===== config.mk =====
export PLATFORM = sky130hd
export DESIGN_NAME = switch_nport
export DESIGN_NICKNAME = d
export VERILOG_FILES = /design/src/rtl/switch_pkg.sv /design/src/rtl/switch_fifo.sv /design/src/rtl/switch_nport.sv
export SDC_FILE = /design/constraint.sdc
export NUM_CORES = 1
export LEC_CHECK = 0
export BUFFER_PORTS_ARGS = -buffer_cell sky130_fd_sc_hd__buf_2
export CORE_ASPECT_RATIO = 1.75
export CORE_MARGIN = 2
export CORE_UTILIZATION = 35
export DETAILED_ROUTE_END_ITERATION = 7
export SYNTH_ARGS = -nofsm -noshare
export SYNTH_HDL_FRONTEND = slang
export SYNTH_SLANG_ARGS = --single-unit

===== constraint.sdc =====
create_clock -name clk -period 4.1 [get_ports clk]
set_input_delay 0.41 -clock clk [delete_from_list [all_inputs] [get_ports clk]]
set_output_delay 0.41 -clock clk [all_outputs]
set_load 0.03 [all_outputs]

===== src/rtl/switch_pkg.sv =====
// switch_pkg: shared constants and types for the N-port address switch.
//   - default parameter values for switch_nport
//   - port_w(): width of the port index derived from the port count
//   - pkt_t: the {addr, data} packet layout (default widths) stored in
//     each output FIFO
package switch_pkg;

  localparam int NUM_PORTS_DEF  = 4;
  localparam int ADDR_W_DEF     = 8;
  localparam int DATA_W_DEF     = 16;
  localparam int FIFO_DEPTH_DEF = 4;
  localparam int DROP_CNT_W     = 16;

  // Number of address MSBs that select the destination port.
  function automatic int port_w(input int n);
    int w;
    w = 0;
    while ((1 << w) < n) w++;
    return (w < 1) ? 1 : w;
  endfunction

  typedef struct packed {
    logic [ADDR_W_DEF-1:0] addr;
    logic [DATA_W_DEF-1:0] data;
  } pkt_t;

endpackage


===== src/rtl/switch_fifo.sv =====
// switch_fifo: synchronous FIFO with extra-MSB pointers.
//   clk, rst     : clock, synchronous active-high reset (pointers only)
//   push, wdata  : write request; ignored while full
//   pop, rdata   : read request; rdata always shows the head entry
//   full, empty  : occupancy flags
module switch_fifo
  import switch_pkg::*;
#(
  parameter int WIDTH = ADDR_W_DEF + DATA_W_DEF,
  parameter int DEPTH = FIFO_DEPTH_DEF
) (
  input  logic             clk,
  input  logic             rst,
  input  logic             push,
  input  logic             pop,
  input  logic [WIDTH-1:0] wdata,
  output logic [WIDTH-1:0] rdata,
  output logic             full,
  output logic             empty
);

  localparam int AW = $clog2(DEPTH);

  logic [AW:0]      wr_ptr;
  logic [AW:0]      rd_ptr;
  logic [WIDTH-1:0] mem [DEPTH];
  logic             wr_en;
  logic             rd_en;

  // Pointers wrap modulo 2*DEPTH; the MSB distinguishes full from empty.
  assign full  = (wr_ptr[AW-1:0] == rd_ptr[AW-1:0]) && (wr_ptr[AW] != rd_ptr[AW]);
  assign empty = (wr_ptr == rd_ptr);

  // A full FIFO refuses the push even when a pop happens in the same cycle.
  assign wr_en = push && !full && !rst;
  assign rd_en = pop && !empty && !rst;

  always_ff @(posedge clk) begin
    if (rst) begin
      wr_ptr <= '0;
      rd_ptr <= '0;
    end else begin
      if (wr_en) wr_ptr <= wr_ptr + (AW+1)'(1);
      if (rd_en) rd_ptr <= rd_ptr + (AW+1)'(1);
    end
  end

  always_ff @(posedge clk) begin
    if (wr_en) mem[wr_ptr[AW-1:0]] <= wdata;
  end

  assign rdata = mem[rd_ptr[AW-1:0]];

endmodule


===== src/rtl/switch_nport.sv =====
// switch_nport: routes {addr, data} packets to one of NUM_PORTS output
// FIFOs selected by the address MSBs.
//   clk, rst          : clock, synchronous active-high reset
//   addr, data, vld   : input packet; rdy accepts it (vld && rdy)
//   out_addr/out_data : per-port head packet, port p at [p*W +: W]
//   out_vld, out_rdy  : per-port handshake
//   drop_cnt          : per-port saturating drop counters (SWITCH_DROP_EN only)
// Build option SWITCH_DROP_EN: rdy is tied high and packets for a full FIFO
// are discarded and counted instead of back-pressuring the input.
module switch_nport
  import switch_pkg::*;
#(
  parameter int NUM_PORTS  = NUM_PORTS_DEF,
  parameter int ADDR_W     = ADDR_W_DEF,
  parameter int DATA_W     = DATA_W_DEF,
  parameter int FIFO_DEPTH = FIFO_DEPTH_DEF
) (
  input  logic                        clk,
  input  logic                        rst,
  input  logic [ADDR_W-1:0]           addr,
  input  logic [DATA_W-1:0]           data,
  input  logic                        vld,
  output logic                        rdy,
  output logic [NUM_PORTS*ADDR_W-1:0] out_addr,
  output logic [NUM_PORTS*DATA_W-1:0] out_data,
  output logic [NUM_PORTS-1:0]        out_vld,
  input  logic [NUM_PORTS-1:0]        out_rdy
`ifdef SWITCH_DROP_EN
  ,
  output logic [NUM_PORTS*DROP_CNT_W-1:0] drop_cnt
`endif
);

  localparam int PW = port_w(NUM_PORTS);
  localparam int PKT_W = ADDR_W + DATA_W;

  logic [PW-1:0]        dest;
  logic [NUM_PORTS-1:0] full;
  logic [NUM_PORTS-1:0] empty;
  logic [NUM_PORTS-1:0] push;
  logic [NUM_PORTS-1:0] pop;

  assign dest = addr[ADDR_W-1 -: PW];

  // rdy depends only on the FIFO addressed by the presented packet, so a
  // stalled port never blocks traffic to other ports.
`ifdef SWITCH_DROP_EN
  assign rdy = 1'b1;
`else
  assign rdy = !full[dest];
`endif

  genvar p;
  generate
    for (p = 0; p < NUM_PORTS; p++) begin : g_port
      logic [PKT_W-1:0] head;

      assign push[p]    = vld && rdy && (dest == PW'(p));
      assign pop[p]     = out_rdy[p] && !empty[p];
      assign out_vld[p] = !empty[p];
      assign out_addr[p*ADDR_W +: ADDR_W] = head[PKT_W-1 -: ADDR_W];
      assign out_data[p*DATA_W +: DATA_W] = head[DATA_W-1:0];

      switch_fifo #(
        .WIDTH (PKT_W),
        .DEPTH (FIFO_DEPTH)
      ) u_fifo (
        .clk   (clk),
        .rst   (rst),
        .push  (push[p]),
        .pop   (pop[p]),
        .wdata ({addr, data}),
        .rdata (head),
        .full  (full[p]),
        .empty (empty[p])
      );

`ifdef SWITCH_DROP_EN
      logic [DROP_CNT_W-1:0] cnt;

      always_ff @(posedge clk) begin
        if (rst) begin
          cnt <= '0;
        end else if (push[p] && full[p] && (cnt != {DROP_CNT_W{1'b1}})) begin
          cnt <= cnt + DROP_CNT_W'(1);
        end
      end

      assign drop_cnt[p*DROP_CNT_W +: DROP_CNT_W] = cnt;
`endif
    end
  endgenerate

endmodule


==> results of run 1 <==
==> flip-flops by register name, indices dropped and copies added (netlist names), named ones only <==
register / cells
g_port.u_fifo.mem: 384
g_port.u_fifo.rd_ptr: 12
g_port.u_fifo.wr_ptr: 12
==> power groups by stage <==
stage	Sequential, mW	Clock (mW)	Combinational, mW
2_1_floorplan	4.77	0	0.552
3_3_place_gp	4.88	0	0.732
3_5_place_dp	4.88	0	0.737
4_1_cts	4.78	3.62	0.739
5_1_grt	4.79	3.77	0.763
6_report	4.78	3.54	0.723
==> routing by layer <==
metal | GRT usage | routed length (um)
met5 | 0 | 0
met4 | 0.0660 | 1390
met3 | 0.0203 | 1290
met2 | 0.289 | 19600
met1 | 0.167 | 12500
==> area by class of cell <==
type | instances | area, um2
Antenna cell | 1 | 2.50
Clock buffer | 41 | 941
Clock inverter | 25 | 284
Fill cell | 3927 | 25900
Inverter | 9 | 33.8
Multi-Input combinational cell | 246 | 3280
Sequential cell | 416 | 12200
Tap cell | 572 | 716
Timing Repair Buffer | 150 | 798
==> kinds of logic (layout without fill, tap and decap cells) <==
family	after synthesis	in the layout
DFF	416	416
muxes	101	101
and+or+nand+nor	81	81
buffers and inverters	38	225
xor gates and xnor gates	25	25
adders and majority gates	20	20
AOI/OAI and AO/OA	19	19
other	0	1
==> worst reg2reg max path: cells and delay by family, from the launching register on <==
family,cells,cell delay (ps)
XOR/XNOR,1,140
buffers and inverters,1,360
flip-flops,1,430
AO/OA/AOI/OAI,1,310
AND/OR/NAND/NOR,2,1010
==> cell usage in the layout, fill, tap and decap left out, drive strengths merged, types with 2 or more instances in the layout <==
| cell type | n |
|---|---|
| a31oi | 4 |
| mux2 | 3 |
| edfxtp | 384 |
| and4 | 2 |
| clkbuf | 41 |
| mux2i | 2 |
| nor2 | 27 |
| clkinv | 16 |
| ha | 20 |
| nand2 | 12 |
| dfxtp | 32 |
| nor2b | 3 |
| xnor2 | 13 |
| mux4 | 96 |
| a21oi | 11 |
| and3 | 5 |
| nand3b | 6 |
| and2 | 11 |
| bufinv | 6 |
| inv | 11 |
| buf | 150 |
| nor3 | 4 |
| o21ai | 2 |
| nand3 | 8 |
| xor2 | 12 |
==> how the worst min path moves through the flow <==
stage / slack [ps] / end / from / cells past startpoint
4_1_cts: 170 / flip-flop / out_rdy[3] / 3
6_report: 190 / g_port[0].u_fifo.rd_ptr[1]$_SDFFE_PP0P_ / out_rdy[0] / 3
3_5_place_dp: 520 / flip-flop / g_port[3].u_fifo.rd_ptr[1]$_SDFFE_PP0P_ / 2
2_1_floorplan: 480 / flip-flop / g_port[3].u_fifo.rd_ptr[1]$_SDFFE_PP0P_ / 2
3_3_place_gp: 510 / g_port[3].u_fifo.rd_ptr[1]$_SDFFE_PP0P_ / g_port[3].u_fifo.rd_ptr[1]$_SDFFE_PP0P_ / 2
5_1_grt: 200 / g_port[0].u_fifo.rd_ptr[1]$_SDFFE_PP0P_ / out_rdy[0] / 3
==> metrics.csv, run 1 <==
stage;metric;value;unit
clock_tree;clkLatencyLatePin;540;ps
clock_tree;numCtsBuffers;36;
global_routing;antenna_found_initial;1;
sta;slew_violations;0;
critical_path;r2r-end;g_port[3].u_fifo.mem[1][12]$_DFFE_PP_;
placed_design;portBuffers;131;
logic_synthesis;synth_cell_type_count;31;
global_routing;grt_overflow;0;
sta;layout_min_cycle_time;2890;ps
placed_design;detailedPlace.worstSlack;1150;ps
power;p_clk_frac;0.392;
routing;vias;7209;
sta;whs;188;ps
sta;tightestPinTransition;1090;ps
logic_synthesis;yosysTopAreaCell;edfxtp_1;
power;p_seq_frac;0.528;
run;cap_violations;0;
cells_and_area;drive_above_1_share;0.357;
logic_synthesis;ys_ff_latch;416;
logic_synthesis;ys_warn_count;0;
routing;wl_per_cell;23.9;um
sta;fin_crit_sh;0.705;
sta;setup_slack;1210;ps
critical_path;critPathMaxStageDelay;1050;ps
sta;setup_viol_count_final;0;
floorplanning;die_x;164;um
min_path;hold_class;in -> reg;
routing;drt_first_pass_iters;6;
clock_tree;cts_root_buffer;clkbuf_16;
power;p_sw_frac;0.228;
logic_synthesis;async_reset_ff_frac;0;
critical_path;crit_family;flip-flops;
critical_path;crit_chain;mux4_2 -> buf_2;
global_routing;grt_first_pass_wirelength;50700;um
sta;clock.fmax;346;MHz
critical_path;cp.required;3690;ps
logic_synthesis;synth-xor-area-share;0.0140;
floorplanning;initial_core_util;0.353;
clock_tree;cts.sinks;416;
logic_synthesis;ys_seq_area_frac;0.781;
logic_synthesis;syn_area;0.0156;mm2
sta;clock_skew;17.7;ps
logic_synthesis;synthSimpleGateAreaFrac;0.0262;
global_routing;grt_usage;0.152;
critical_path;worstRegToRegCells;5;
power;vdd_ir_drop_max;0.000232;V
logic_synthesis;synth_most_common_cell;edfxtp_1;
cells_and_area;final_nets;910;
clock_tree;clockBufferDepth;3;
logic_synthesis;synth_top_area_share;0.740;
critical_path;crit_path_top_delay_cell;dfxtp_2;
logic_synthesis;synth_area_per_cell;22.3;um2
logic_synthesis;synth_top_family_by_area;multiplexers;
logic_synthesis;synthMuxAreaShare;0.142;
outcome;status;complete, no violations;
logic_synthesis;synthCells;700;
placed_design;place_congestion;0.745;
power;power.internal;6.98;mW
power;switchingPower;2.06;mW
power;p_per_area;496;mW/mm2
placed_design;numPlacedInstances;1393;
global_routing;grt_pass1_vias;7750;
cells_and_area;fin_util;0.413;
critical_path;r2r_slack;1530;ps
logic_synthesis;synth_flop_cell;edfxtp_1;
placed_design;dpl_cell_area;0.0170;mm2
critical_path;crit_type;reg -> out;
sta;rsz0062_at_grt;false;
logic_synthesis;synth_compound_area_frac;0.0108;
power;combinationalPowerShare;0.080;
logic_synthesis;synth_edf_count;384;
clock_tree;htree_levels;2;
power;power;9.04;mW
logic_synthesis;synthTopCellsByCount;edfxtp_1, mux4_2, dfxtp_1, nor2_1, ha_1;
floorplanning;std_cell_rows;102;
floorplanning;dieArea;0.0463;mm2
sta;finalHoldViolCount;0;
critical_path;rr_startpoint;g_port[3].u_fifo.wr_ptr[1]$_SDFFE_PP0P_;
critical_path;crit_path_start_kind;flip-flop;
logic_synthesis;synth_fa_ha_area_frac;0.0160;
routing;drc_errors;0;
sta;setup_tns;0;ps
clock_tree;clkSlewWorstSetupHoldPaths;60;ps
clock_tree;cts_tree;built;
floorplanning;coreArea;0.0442;mm2
critical_path;critPathCapture;out_data[45];
cells_and_area;layout.cells.non_filler;1460;
critical_path;cp_max_fo;24;
logic_synthesis;synthTopCellsByArea;edfxtp_1, mux4_2, dfxtp_1, ha_1, xnor2_1;
floorplanning;die_h;283;um
routing;antenna_left;0;
critical_path;cp.buffers_inverters;1;
power;p_leak;5.94;nW
cells_and_area;final_cell_area;0.0182;mm2
global_routing;grt_max_degree;38;
critical_path;cp_data_arrival_time;2480;ps
clock_tree;cts_resized;0;
floorplanning;ioPinCount;132;
critical_path;worst_setup_path_end_kind;primary output;
routing;finalWirelength;34900;um
clock_tree;cts_setup_buffers;0;
routing;drt_iter0_drc;451;
placed_design;dp_hpwl;22800;um
routing;viasPerCell;4.94;
logic_synthesis;syn-num-nets;751;
critical_path;cp.depth;2;
cells_and_area;area_delta_synth_final;16.9;%
sta;maxSlewHeadroom;0.270;
clock_tree;cts_hold_buf;0;
Power figures use the tool's default switching activity.
==> run 2, diff against run 1 <==
Settings changed: ABC_AREA set to 1.
Clock period 4.1 ns to 2.9 ns, I/O delays scaled along.
==> metrics.csv, run 2 <==
stage;metric;value;unit;change
power;p_per_area;685;mW/mm2;+38%
routing;antenna_left;0;;unchanged
critical_path;worst_setup_path_end_kind;primary output;;
clock_tree;clkSlewWorstSetupHoldPaths;70;ps;about the same
cells_and_area;layout.cells.non_filler;1933;;+32%
clock_tree;clkLatencyLatePin;520;ps;-20 ps
cells_and_area;fin_util;0.410;;-0.00241
power;combinationalPowerShare;0.118;;+0.038
cells_and_area;final_nets;1381;;+52%
critical_path;critPathMaxStageDelay;500;ps;-550 ps
routing;vias;9667;;+34%
power;power;12.7;mW;+40%
placed_design;numPlacedInstances;1871;;+34%
clock_tree;cts_setup_buffers;0;;unchanged
critical_path;crit_path_top_delay_cell;inv_1;;
critical_path;r2r-end;g_port[3].u_fifo.mem[2][9]$_DFFE_PP_;;
routing;drt_first_pass_iters;6;;unchanged
floorplanning;dieArea;0.0475;mm2;+2.5%
critical_path;crit_chain;inv_1 -> buf_4 -> o21ai_0 -> o22ai_1 -> buf_2;;
clock_tree;htree_levels;2;;unchanged
sta;setup_tns;0;ps;unchanged
sta;clock_skew;19.4;ps;+1.71 ps
logic_synthesis;ys_ff_latch;416;;unchanged
global_routing;grt_pass1_vias;9483;;+22%
placed_design;dpl_cell_area;0.0174;mm2;+2.4%
logic_synthesis;synth_area_per_cell;13.4;um2;-40%
routing;drt_iter0_drc;550;;+22%
power;p_seq_frac;0.523;;-0.005
sta;clock.fmax;394;MHz;
min_path;hp-start;rst;;
sta;finalHoldViolCount;0;;unchanged
critical_path;cp_max_fo;23;;-4.2%
logic_synthesis;synth_top_area_share;0.721;;-0.0181
logic_synthesis;synth_cell_type_count;22;;-29%
sta;rsz0062_at_grt;false;;
power;switchingPower;3.19;mW;+55%
logic_synthesis;ys_seq_area_frac;0.761;;-0.0191
cells_and_area;drive_above_1_share;0.188;;-0.169
critical_path;crit_path_start_kind;flip-flop;;
placed_design;dp_hpwl;24200;um;+6.2%
routing;drc_errors;0;;unchanged
logic_synthesis;synth_edf_count;384;;unchanged
sta;maxSlewHeadroom;0.505;;+0.234
cells_and_area;final_cell_area;0.0185;mm2;+1.6%
sta;fin_crit_sh;0.876;;
routing;viasPerCell;5.00;;+1.3%
clock_tree;cts_tree;built;;
outcome;status;complete, no violations;;
power;p_sw_frac;0.252;;+0.0239
power;p_clk_frac;0.359;;-0.033
cells_and_area;final_cell_mix;edfxtp_1, nor2_1, o21ai_0;;
floorplanning;die_x;166;um;+1.2%
routing;finalWirelength;38100;um;+9.2%
clock_tree;cts_hold_buf;0;;unchanged
sta;layout_min_cycle_time;2540;ps;
cells_and_area;area_delta_synth_final;15.8;%;
global_routing;grt_overflow;0;;unchanged
power;vdd_ir_drop_max;0.000317;V;+37%
min_path;hold_end;g_port[2].u_fifo.wr_ptr[2]$_SDFFE_PP0P_;;
logic_synthesis;synthCells;1191;;+70%
cells_and_area;final_common_cell;edfxtp_1;;
placed_design;place_congestion;0.779;;+4.6%
clock_tree;cts_root_buffer;clkbuf_16;;
logic_synthesis;async_reset_ff_frac;0;;unchanged
sta;setup_viol_count_final;0;;unchanged
global_routing;grt_usage;0.159;;+0.00629
floorplanning;initial_core_util;0.354;;+0.00126
logic_synthesis;yosysTopAreaCell;edfxtp_1;;
global_routing;grt_max_degree;49;;+29%
global_routing;antenna_found_initial;1;;unchanged
clock_tree;cts.sinks;416;;unchanged
cells_and_area;antenna_cells;0;;-1
logic_synthesis;ys_warn_count;0;;unchanged
logic_synthesis;synthTopCellsByArea;edfxtp_1, o21ai_0, nor2_1, dfxtp_1, o22ai_1;;
critical_path;worstRegToRegCells;9;;+4
power;p_leak;6.49;nW;+9.4%
critical_path;r2r_slack;850;ps;-680 ps
cells_and_area;largest_register_ffs;384;;unchanged
critical_path;cp.required;2610;ps;-1080 ps
critical_path;cp_data_arrival_time;2250;ps;-230 ps
min_path;hold_class;in -> reg;;
logic_synthesis;syn-num-nets;1242;;+65%
placed_design;portBuffers;131;;unchanged
clock_tree;numCtsBuffers;34;;-5.6%
critical_path;crit_type;reg -> out;;
clock_tree;cts_resized;0;;unchanged
global_routing;grt_first_pass_wirelength;56100;um;+11%
power;power.internal;9.49;mW;+36%
run;cap_violations;0;;unchanged
critical_path;rr_startpoint;g_port[0].u_fifo.wr_ptr[0]$_SDFFE_PP0P_;;
logic_synthesis;synth_flop_cell;edfxtp_1;;
logic_synthesis;syn_area;0.0160;mm2;+2.5%
floorplanning;std_cell_rows;103;;+0.98%
sta;slew_violations;0;;unchanged
sta;tightestPinTransition;742;ps;-352 ps
floorplanning;coreArea;0.0451;mm2;+2.1%
floorplanning;ioPinCount;132;;unchanged
logic_synthesis;synth_most_common_cell;edfxtp_1;;
routing;wl_per_cell;19.7;um;-18%
floorplanning;die_h;287;um;+1.2%
min_path;hold-path-cell-count;2;;-1
logic_synthesis;synthTopCellsByCount;edfxtp_1, nor2_1, o21ai_0, o22ai_1, clkbuf_1;;
clock_tree;clockBufferDepth;3;;unchanged
## run 2: power by group through the flow
stage          registers (mW)  clock network (mW)  logic, mW
2_1_floorplan            6.76                   0      0.936
3_3_place_gp             6.76                   0       1.51
3_5_place_dp             6.76                   0       1.52
4_1_cts                  6.63                4.67       1.53
5_1_grt                  6.63                4.87       1.62
6_report                 6.63                4.56       1.50
## run 2: per-stage QoR
stage	setup WS (ps)	hold slack [ps]
floorplan	272	389
global placement	626	475
detailed placement	543	478
CTS	321	109
global route	181	121
finish	359	106
## run 2: critical path, delay by kind of cell (launching register included)
| family | cells | cell delay [ps] |
|---|---|---|
| AO/OA/AOI/OAI | 2 | 330 |
| buffers and inverters | 3 | 1080 |
| flip-flops | 1 | 320 |
## run 2: layout make-up
| cell class | count | area (um2) |
|---|---|---|
| fill | 4164 | 26600 |
| sequential | 416 | 12200 |
| multi-input combinational | 659 | 3410 |
| clock buffer | 44 | 962 |
| timing repair buffer | 163 | 896 |
| tap | 577 | 722 |
| inverter | 56 | 210 |
| clock inverter | 18 | 148 |
## run 2: worst max path at each step
stage / from / endpoint / slack, ps / cells past startpoint
2_1_floorplan: g_port[0].u_fifo.wr_ptr[0]$_SDFFE_PP0P_ / g_port[0].u_fifo.mem[0][0]$_DFFE_PP_ / 270 / 8
3_3_place_gp: addr[6] / g_port[3].u_fifo.mem[2][11]$_DFFE_PP_ / 630 / 8
3_5_place_dp: addr[6] / g_port[3].u_fifo.mem[2][11]$_DFFE_PP_ / 540 / 8
4_1_cts: flip-flop / out_data[33] / 320 / 5
5_1_grt: flip-flop / out_data[46] / 180 / 5
6_report: flip-flop / out_data[33] / 360 / 5
## run 2: cells by family (layout without fill, tap and decap cells)
kind of cell | Yosys count | in the layout | share of synthesized area
adder cells (fa/ha/maj) | 20 | 20 | 0.0157
AO/OA/AOI/OAI | 316 | 316 | 0.106
XOR/XNOR | 8 | 8 | 0.00438
buffers and inverters | 116 | 281 | 0.0279
flip-flops | 416 | 416 | 0.761
AND/OR/NAND/NOR | 315 | 315 | 0.0841
## run 2: routing by layer
metal	track usage	wire (um)	share of wire
met1	0.187	14800	0.39
met2	0.296	20700	0.54
met3	0.0215	1640	0.043
met4	0.0481	923	0.024
met5	0	11	0.00029
==> run 3, diff against run 2 <==
Settings changed: ABC_AREA 1 to unset, CAP_MARGIN set to 25.
==> metrics.csv, run 3 (synthesis gave the netlist of run 1 again) <==
stage;metric;value;unit;change
cells_and_area;final_common_cell;edfxtp_1;;
power;power;12.3;mW;-2.7%
critical_path;crit_chain;buf_12 -> mux4_2 -> buf_2;;
sta;rsz0062_at_grt;false;;
run;cap_violations;0;;unchanged
clock_tree;cts_hold_buf;0;;unchanged
sta;clock_skew;15.7;ps;-3.74 ps
critical_path;cp_data_arrival_time;2230;ps;-20 ps
critical_path;r2r-end;g_port[3].u_fifo.mem[3][7]$_DFFE_PP_;;
global_routing;antenna_found_initial;0;;-1
cells_and_area;final_nets;916;;-34%
sta;setup_viol_count_final;0;;unchanged
critical_path;crit_type;reg -> out;;
critical_path;critPathMaxStageDelay;670;ps;+170 ps
floorplanning;ioPinCount;132;;unchanged
placed_design;dp_hpwl;22700;um;-6.4%
critical_path;cp.buffers_inverters;2;;-1
critical_path;cp.depth;3;;-2
power;p_per_area;677;mW/mm2;-1.2%
clock_tree;clkSlewWorstSetupHoldPaths;60;ps;about the same
routing;drt_first_pass_iters;4;;-2
cells_and_area;antenna_cells;0;;unchanged
critical_path;cp.required;2610;ps;about the same
critical_path;cp_max_fo;13;;-43%
cells_and_area;drive_above_1_share;0.354;;+0.166
clock_tree;cts.sinks;416;;unchanged
clock_tree;cts_tree;built;;
critical_path;worstRegToRegCells;5;;-4
power;vdd_ir_drop_max;0.000346;V;+9.2%
placed_design;detailedPlace.worstSlack;496;ps;-46.4 ps
placed_design;numPlacedInstances;1399;;-25%
clock_tree;cts_setup_buffers;0;;unchanged
clock_tree;clkLatencyLatePin;530;ps;about the same
floorplanning;die_x;164;um;-1.2%
sta;tightestPinTransition;789;ps;+46.8 ps
sta;setup_slack;384;ps;+24.2 ps
cells_and_area;fin_util;0.413;;+0.00244
clock_tree;cts_resized;0;;unchanged
critical_path;r2r_slack;760;ps;-90 ps
placed_design;portBuffers;131;;unchanged
routing;viasPerCell;4.91;;-1.8%
cells_and_area;final_cell_mix;edfxtp_1, buf_2, mux4_2;;
routing;wl_per_cell;23.5;um;+19%
global_routing;grt_usage;0.150;;-0.00818
clock_tree;clockBufferDepth;3;;unchanged
floorplanning;die_h;283;um;-1.2%
global_routing;grt_first_pass_wirelength;50100;um;-11%
power;p_leak;5.93;nW;-8.6%
floorplanning;coreArea;0.0442;mm2;-2.1%
clock_tree;numCtsBuffers;36;;+5.9%
sta;clock.fmax;397;MHz;+0.96%
sta;whs;85.6;ps;-20.3 ps
placed_design;dpl_cell_area;0.0171;mm2;-1.6%
sta;maxSlewHeadroom;0.474;;-0.0307
routing;antenna_left;0;;unchanged
routing;drt_iter0_drc;373;;-32%
critical_path;crit_path_start_kind;flip-flop;;
global_routing;grt_overflow;0;;unchanged
routing;drc_errors;0;;unchanged
routing;finalWirelength;34400;um;-9.7%
critical_path;critPathCapture;out_data[60];;
sta;setup_tns;0;ps;unchanged
global_routing;grt_pass1_vias;7866;;-17%
cells_and_area;area_delta_synth_final;16.9;%;
floorplanning;std_cell_rows;102;;-0.97%
critical_path;worst_setup_path_end_kind;primary output;;
cells_and_area;largest_register_ffs;384;;unchanged
global_routing;grt_max_degree;38;;-22%
min_path;hold_class;in -> reg;;
sta;slew_violations;0;;unchanged
routing;vias;7178;;-26%
sta;finalHoldViolCount;0;;unchanged
floorplanning;dieArea;0.0463;mm2;-2.4%
clock_tree;htree_levels;2;;unchanged
critical_path;crit_path_top_delay_cell;dfxtp_2;;
sta;layout_min_cycle_time;2520;ps;-24.2 ps
critical_path;rr_startpoint;g_port[3].u_fifo.wr_ptr[0]$_SDFFE_PP0P_;;
outcome;status;complete, no violations;;
placed_design;place_congestion;0.742;;-4.8%
cells_and_area;final_cell_area;0.0182;mm2;-1.5%
floorplanning;initial_core_util;0.353;;-0.00126
clock_tree;cts_root_buffer;clkbuf_16;;
cells_and_area;layout.cells.non_filler;1462;;-24%
critical_path;crit_family;flip-flops;;
sta;fin_crit_sh;0.868;;-0.00836
run 3: final cells by class:
cell class	instances	area, um2
clock buffers	50	1010
clock inverters	13	95.1
fillers	3969	25900
inverters	9	33.8
multi-input cells	246	3300
flip-flops and latches	416	12200
well taps	572	716
repair buffers	156	906
run 3: worst min path at each step:
stage,start,to,cells past startpoint
finish,out_rdy[2],g_port[2].u_fifo.rd_ptr[1]$_SDFFE_PP0P_,3
global route,out_rdy[3],flip-flop,3
CTS,out_rdy[2],g_port[2].u_fifo.rd_ptr[1]$_SDFFE_PP0P_,3
detailed placement,g_port[2].u_fifo.wr_ptr[1]$_SDFFE_PP0P_,g_port[2].u_fifo.wr_ptr[1]$_SDFFE_PP0P_,2
global placement,g_port[0].u_fifo.rd_ptr[1]$_SDFFE_PP0P_,g_port[0].u_fifo.rd_ptr[1]$_SDFFE_PP0P_,2
floorplan,data[0],g_port[0].u_fifo.mem[0][0]$_DFFE_PP_,0
run 3: tightest hold or removal path: cells and delay by family:
kind            cells  cell delay (ps)
compound gates      1               70
simple gates        1               70
buf+inv             1              110
run 3: report_power, final:
| part | internal [mW] | total (mW) | switching [mW] |
|---|---|---|---|
| clock network | 2.53 | 4.55 | 2.02 |
| logic | 0.405 | 1.13 | 0.724 |
| registers | 6.60 | 6.67 | 0.0683 |
| total | 9.53 | 12.3 | 2.82 |
run 3: per-layer routing:
layer  share of wire  track usage
met4           0.053       0.0779
met1            0.34        0.153
met5               0            0
met3           0.034       0.0206
met2            0.57        0.291
